===== config.mk =====
export PLATFORM = sky130hd
export DESIGN_NAME = gpr_file_mp
export DESIGN_NICKNAME = d
export VERILOG_FILES = /design/src/rtl/gpr_file_mp.sv
export SDC_FILE = /design/constraint.sdc
export NUM_CORES = 2
export LEC_CHECK = 0
export BUFFER_PORTS_ARGS = -buffer_cell sky130_fd_sc_hd__buf_2
export CORE_UTILIZATION = 60
export CTS_BUF_LIST = sky130_fd_sc_hd__clkbuf_16
export DETAILED_ROUTE_END_ITERATION = 6
export PLACE_DENSITY = 0.88
export SYNTH_ARGS = -nofsm -noshare
export SYNTH_HDL_FRONTEND = slang
export SYNTH_SLANG_ARGS = --single-unit

===== constraint.sdc =====
create_clock -name clk -period 3.3 [get_ports clk]
set_input_delay 0.495 -clock clk [delete_from_list [all_inputs] [get_ports clk]]
set_output_delay 0.495 -clock clk [all_outputs]
set_load 0.01 [all_outputs]

===== src/rtl/gpr_file_mp.sv =====
// Multi-port GPR file with byte-enabled writes, write-to-read bypass
// and a hardware clear sequencer started by rst or clr_req.
module gpr_file_mp #(
    parameter int DATA_W   = 32,
    parameter int ADDR_W   = 5,
    parameter int NRD      = 2,
    parameter int ZERO_REG = 1,
    parameter int BYPASS   = 1
) (
    input  logic                  clk,
    input  logic                  rst,
    input  logic [NRD*ADDR_W-1:0] rd_addr,
    output logic [NRD*DATA_W-1:0] rd_data,
    input  logic                  wr_en,
    input  logic [ADDR_W-1:0]     wr_addr,
    input  logic [DATA_W/8-1:0]   wr_be,
    input  logic [DATA_W-1:0]     wr_data,
    input  logic                  clr_req,
    output logic                  busy,
    output logic                  wr_drop
);

    localparam int NB    = DATA_W / 8;
    localparam int DEPTH = 1 << ADDR_W;

    typedef enum logic {
        S_IDLE,
        S_CLEAR
    } state_t;

    state_t              state;
    logic [ADDR_W-1:0]   clr_cnt;
    logic [DATA_W-1:0]   mem [DEPTH];
    logic [DATA_W-1:0]   merged;
    logic                wr_zero;
    logic                wr_ok;

    assign wr_zero = (ZERO_REG != 0) && (wr_addr == '0);
    assign wr_ok   = wr_en && !rst && !busy && (state == S_IDLE)
                   && !clr_req && !wr_zero;

    always_ff @(posedge clk) begin
        if (rst) begin
            state   <= S_CLEAR;
            clr_cnt <= '0;
            busy    <= 1'b1;
            wr_drop <= 1'b0;
        end else begin
            wr_drop <= wr_en && (busy || (state == S_IDLE && clr_req));
            unique case (state)
                S_IDLE: begin
                    if (clr_req) begin
                        state   <= S_CLEAR;
                        clr_cnt <= '0;
                        busy    <= 1'b1;
                    end
                end
                S_CLEAR: begin
                    if (clr_cnt == '1) begin
                        state <= S_IDLE;
                        busy  <= 1'b0;
                    end else begin
                        clr_cnt <= clr_cnt + 1'b1;
                    end
                end
                default: begin
                    state <= S_CLEAR;
                    busy  <= 1'b1;
                end
            endcase
        end
    end

    // Storage has no reset; the clear sweep defines every entry.
    always_ff @(posedge clk) begin
        if (!rst && state == S_CLEAR) begin
            mem[clr_cnt] <= '0;
        end else if (wr_ok) begin
            for (int i = 0; i < NB; i++) begin
                if (wr_be[i]) mem[wr_addr][8*i +: 8] <= wr_data[8*i +: 8];
            end
        end
    end

    always_comb begin
        merged = mem[wr_addr];
        for (int i = 0; i < NB; i++) begin
            if (wr_be[i]) merged[8*i +: 8] = wr_data[8*i +: 8];
        end
    end

    for (genvar k = 0; k < NRD; k++) begin : g_rd
        logic [ADDR_W-1:0] ra;
        logic [DATA_W-1:0] rq;

        assign ra = rd_addr[k*ADDR_W +: ADDR_W];

        always_comb begin
            rq = mem[ra];
            if ((ZERO_REG != 0) && ra == '0) begin
                rq = '0;
            end else if (busy || rst) begin
                rq = '0;
            end else if ((BYPASS != 0) && wr_ok && wr_addr == ra) begin
                rq = merged;
            end
        end

        assign rd_data[k*DATA_W +: DATA_W] = rq;
    end

endmodule


Word-level counts from Yosys, hierarchy flattened
Memories as Yosys holds them, arrays and structs flattened.
Index checks and enable logic that the tools add are counted.

storage, ports and cells
  register bits = 8
  bits in writable memories = 1,024
  input bits = 55
  memories = 1

cells by class
  add/subtract/negate cells = 1
  equality and inequality tests = 6
  multiplexer cells = 40
  bitwise gates (word level) = 1
  reduce and logical (&&, ||, !) cells = 22

memories
  name  depth  width  rd ports  clocked after Yosys merged registers in  wr ports  RTL line  text
  mem   32     32     3         0                                        1         33        logic [DATA_W-1:0] mem [DEPTH];

operator list
  kind                   count
  $mux W32               7
  $mux W8                4
  $reduce_or A32 Y1      1
  $mux W1                22
  $logic_not A5 Y1       3
  $mux W5                3
  $eq A5 B5 Y1           2
  $logic_and A1 B1 Y1    10
  $pmux W5 S2            1
  $add A5 B1 Y5 const B  1
  $eq A5 B5 Y1 const B   1
  $logic_not A1 Y1       4
  $mux W4                1
  $ne A2 B2 Y1 const B   2
  $pmux W1 S2            2
  $reduce_and A2 Y1      2
  $logic_or A1 B1 Y1     2
  $ne A2 B1 Y1 const B   1
  $not A1 Y1             1

Logic depth before layout (Yosys ltp)
  depth after elaboration = 11
  gate-level depth with buffers = 10
  gate-level depth less buffers = 8

Worst setup path before layout
Ideal clock, no wire load.

  kind = input-to-reg
  start = input rst
  end = memory mem[3][0] (enable)
  library setup time = 0.370 ns
  arrival time = 2.685 ns
  data required time = 2.930 ns
  path slack = 0.245 ns
  stages = 6
  path buffers = 1
  path through = or4b_4 > a2111oi_2 > buf_4 > mux2i_1 > nand2_1 > nor2_1

on the way
  word-level cells in the longest chain between the ends = 11

ends and longest elaborated chain
  element                                              RTL line  text
  start: declaration                                   11        input logic rst,
  $logic_not A1 Y1 (*)                                 39, 76
  $logic_and A1 B1 Y1 (3 in a row)                     39        assign wr_ok = wr_en && !rst && !busy && (state == S_IDLE)
  $logic_and A1 B1 Y1 (2 in a row)                     40        && !clr_req && !wr_zero;
  $mux W1                                              78        end else if (wr_ok) begin
  $mux W1                                              76        if (!rst && state == S_CLEAR) begin
  $mux W1 (not written as such)                        80        if (wr_be[i]) mem[wr_addr][8*i +: 8] <= wr_data[8*i +: 8];
  $reduce_or A32 Y1 (no line)                          -
  $mux W5 (no line) / $mux W4 (equally long branches)  -
  end: declaration                                     33

Every way passes the cells marked *; elsewhere a longest branch is shown, timed or not.

Worst setup path in the final report
  start = input wr_addr[3]
  end = output rd_data[50]

on the way
  word-level cells in the longest chain between the ends = 7

ends and longest elaborated chain
  element                                                  RTL line  text
  start: declaration                                       15        input logic [ADDR_W-1:0] wr_addr,
  branches (longest 4 deep; another with $mem_v2 Z32 W32)  -
  $mux W32 (*)                                             104       end else if ((BYPASS != 0) && wr_ok && wr_addr == ra) begin
  $mux W32 (*)                                             102       end else if (busy || rst) begin
  $mux W32 (*)                                             100       if ((ZERO_REG != 0) && ra == '0) begin
  end: declaration                                         13        output logic [NRD*DATA_W-1:0] rd_data,

Every way passes the cells marked *.

==> impl.org <==
** Run status
- Result of the run :: complete, but fails checks
- The checks that failed: DRC, setup timing.

** Yosys
- In this run, distinct cell masters in the synthesized netlist total 53.
- The share of the Yosys chip area taken by registers is 0.526.
- A synthesized cell averages 14.9 µm².
- Among all flip-flop cells after synthesis, the most frequent one is sky130_fd_sc_hd__edfxtp_1.
- Of the post-synthesis cell area, the dominant cell type holds 0.524.
- By area the synthesized netlist is led by sky130_fd_sc_hd__edfxtp_1, sky130_fd_sc_hd__mux4_2, sky130_fd_sc_hd__mux2i_1.
- Async set-reset flop share out of synthesis :: 0
- Post-synthesis cell area :: 58700 µm²
- Counting flops with a built-in enable in the synthesized netlist gives 1024.
- Synthesis handed over a netlist of 3940 instances.
- Biggest area consumer among synthesized cells :: sky130_fd_sc_hd__edfxtp_1
- Counting flops and latches in the post-synthesis netlist gives 1032.
- For this run, the number of Yosys warnings is 0.
- Post-Syn Nets :: 3997

** STA
- The number of max-slew violations in the final report is 0.
- Setup slack after layout :: -220 ps
- Setup violations remaining at the end of the flow were counted as 64.
- Worst-margin pin slew :: 980 ps
- Hold is met by 55.0 ps.
- Fin. Hold Viols :: 0
- Unrepaired setup endpoints after global routing :: yes
- Worst slew margin relative to its limit :: 0.345
- Max frequency :: 0.284 GHz
- Clock skew on the completed layout was measured at 35.0 ps.
- Post-layout min period :: 3520 ps
- In the finished design, the share of the clock period the worst path needs comes to 1.07.

** GRT
- For this run, the total global-route usage over all layers was measured as 0.438.
- Number of antenna violations at the first check in global routing :: 5
- Entering global routing, the biggest net connects 82 pins.
- Residual overflow from global routing :: 0
- The number of global-route vias before repair is 45577.
- The first global-routing pass estimated 311000 µm of wire.

** Power
- Total leakage power :: 26.7 nW
- Of the total power, registers draw 0.472.
- Clock Power Share :: 0.411
- Power spread over the standard cell area amounts to 438 nW/µm².
- Power comes to 30.3 mW.
- Internal power component :: 22.7 mW
- Reported net switching power :: 7.59 mW
- Peak VDD IR :: 0.000440 V
- Comb pwr share :: 0.116
- Switching share of power :: 0.250

** Route
- Routed length per instance :: 39.0 µm
- The final layout contains routed wiring with a total length of 220000 µm.
- 1st-pass router iterations :: 7
- Using the TritonRoute via totals, the vias-per-cell ratio works out to 8.16.
- In this run, the number of DRC markers left after iteration 0 of detailed routing was 9209.
- After detailed routing, the number of remaining DRC violations is 48.
- Once detail routing completed, the nets flagged for antenna violations numbered 0.
- Vias after detailed routing :: 46112

** Worst setup path
- Critical path endpoint category :: primary output
- Data required time at the worst endpoint :: 2800 ps
- The critical path starts at wr_addr[3].
- The worst setup path is of the in -> out kind.
- In this design, the stage delay of the slowest critical-path cell is 770 ps.
- Worst R2R Start :: state$_SDFF_PP1_
- For this design, the slowest cell found on the critical path is sky130_fd_sc_hd__nor2_4.
- STA puts the critical path data arrival time at 3030 ps.
- Startpoint types :: input pin
- The most numerous cell type found on the critical path is sky130_fd_sc_hd__buf_2.
- Walking the worst path, the cells encountered are buf_2 > buf_12 > nor2_4 > a22oi_1 > a21oi_1 > o41a_1 > o32ai_1 > buf_2.
- Maximum fanout encountered on the critical timing path :: 13

** Die
- The die is 315 µm tall.
- Placement row count :: 114
- Starting density of the core :: 0.606
- The die is 315 µm wide.
- 121 I/O pins were placed.
- After floorplanning, the core was sized to cover 96900 µm².
- Die Footprint :: 99100 µm²

** Placed design
- The count of buffers added on input and output ports is 120.
- Half-perimeter wire length after detailed placement :: 136000 µm
- Gp weighted congestion :: 1.01

** Min path
- Startpoint of the tightest hold check path :: wr_en
- Path type of the worst min-delay path :: in -> reg

** Clock network
- H-tree depth :: 3
- Clock tree synthesis selected as its root buffer the cell sky130_fd_sc_hd__clkbuf_16.
- Clock transition at the registers of the reported paths :: 60 ps
- CTS saw 1032 sinks.
- The later pin in the worst-skew pair is clocked with a latency of 710 ps.
- Clock tree from TritonCTS :: done
- Number of buffers created by CTS :: 104
- Max Root-Sink Buffers :: 3
- For this design, the CTS-stage hold fixing added 0 buffers.

** Finish
- The area growth from synthesis to layout is 18.1%.
- After the last flow step, the layout net total stands at 4345.
- Ant. Diodes :: 0
- Of the cells placed in the final design, the portion with a size suffix greater than 1 is 0.330.

** Flow run
- The tool flagged a number of max-cap violations equal to 0.
[synth_stat cells, drive strengths merged, types with 3 or more instances]
master,count
buf,169
a21o,69
edfxtp,1024
a22oi,221
xor2,6
o32ai,33
mux2,133
inv,3
nor2,144
o2111ai,32
o22ai,128
nor2b,6
mux2i,768
dfxtp,8
nand2b,8
and2,34
a311oi,3
o221ai,64
nor3,5
a21oi,191
xnor2,4
or2,4
clkbuf,194
o41a,31
nand2,116
a2111o,32
nand3,32
mux4,389
a211o,64
[through the flow]
step	setup TNS (ps)	cells	setup WS [ps]	area [µm²]	util
after floorplan	0	3940	245	58700	-
after global placement	-14150	5427	-302	64100	0.662
after detailed placement	-20980	5427	-448	64100	0.662
after CTS	-5370	5644	-170	68700	0.710
after global routing	-9510	5651	-223	69300	0.716
final	-8230	5651	-220	69300	0.716
[state kept, by name, summed over array words and instances (netlist names)]
register and flops:
busy 1, state 1, clr_cnt 5, mem 1024, wr_drop 1
[worst paths after layout]
path,to,slack [ps],depth (start not counted)
max,rd_data[50],-220,8
min reg2reg,clr_cnt[3]$_SDFFE_PP0P_,580,2
min,wr_drop$_SDFF_PP0_,50,2
max reg2reg,mem[12][0]$_DFFE_PP_,30,7
[logic make-up after synthesis]
family          Yosys count  synth area share
fa+ha+maj                 2          0.000426
buf+inv                 366            0.0275
flops                  1032             0.526
simple gates            365            0.0287
mux                    1290             0.306
xor+xnor                 10           0.00149
compound gates          875             0.110
[power groups by stage]
stage	combinational (mW)	sequential, mW	clock (mW)
CTS	3.26	14.3	12.3
floorplan	1.97	14.6	0
finish	3.53	14.3	12.5
global route	3.54	14.3	12.8
detailed placement	3.15	14.6	0
global placement	3.09	14.6	0
[placed cells by master, fill, tap and decap left out, types with 9 or more instances in the layout]
cell	n
sky130_fd_sc_hd__buf_6	19
sky130_fd_sc_hd__a21oi_1	183
sky130_fd_sc_hd__and2_1	32
sky130_fd_sc_hd__mux2i_1	766
sky130_fd_sc_hd__inv_1	13
sky130_fd_sc_hd__o32ai_4	14
sky130_fd_sc_hd__a22oi_1	220
sky130_fd_sc_hd__nor2_2	17
sky130_fd_sc_hd__o2111ai_2	18
sky130_fd_sc_hd__buf_2	98
sky130_fd_sc_hd__nand2_1	108
sky130_fd_sc_hd__o22ai_4	14
sky130_fd_sc_hd__buf_8	9
sky130_fd_sc_hd__o221ai_1	64
sky130_fd_sc_hd__o32ai_2	12
sky130_fd_sc_hd__bufinv_16	15
sky130_fd_sc_hd__clkinv_2	26
sky130_fd_sc_hd__mux4_2	389
sky130_fd_sc_hd__edfxtp_1	1024
sky130_fd_sc_hd__o22ai_1	98
sky130_fd_sc_hd__mux2_2	131
sky130_fd_sc_hd__a21o_1	69
sky130_fd_sc_hd__o22ai_2	16
sky130_fd_sc_hd__buf_12	98
sky130_fd_sc_hd__o41a_1	31
sky130_fd_sc_hd__o2111ai_4	10
sky130_fd_sc_hd__clkbuf_16	110
sky130_fd_sc_hd__nor2_1	124
sky130_fd_sc_hd__nand3_1	32
sky130_fd_sc_hd__clkinv_1	18
sky130_fd_sc_hd__a211o_1	64
sky130_fd_sc_hd__buf_4	367
sky130_fd_sc_hd__clkinvlp_4	9
sky130_fd_sc_hd__a2111o_1	32
[final cells by class]
cell class | instances | area, µm²
Sequential cell | 1032 | 30900
Multi-Input combinational cell | 2545 | 27400
Clock buffer | 108 | 2700
Tap cell | 1276 | 1600
Fill cell | 5551 | 27500
Clock inverter | 85 | 822
Inverter | 3 | 11.3
Timing Repair Buffer | 602 | 5860
[timing repair]
| action | in CTS | in global routing |
|---|---|---|
| resized for setup | 115 | 85 |
| pin swaps | 35 | 12 |
| gates cloned | 7 | 4 |
| buffers inserted | 20 | 7 |
| setup endpoints to repair | 88 | 360 |
[per-layer routing]
layer	share of wire	vias up	track usage
li1	-	17243	-
met1	0.29	22009	0.516
met2	0.43	5207	0.643
met3	0.18	1641	0.183
met4	0.11	12	0.322
met5	0.00072	-	0.00242
[critical path, delay by kind of cell]
| family | cells | cell delay (ps) |
|---|---|---|
| compound gates | 4 | 1300 |
| simple gates | 1 | 770 |
| buf+inv | 3 | 430 |
No activity file was read; power rests on OpenSTA's default activity.
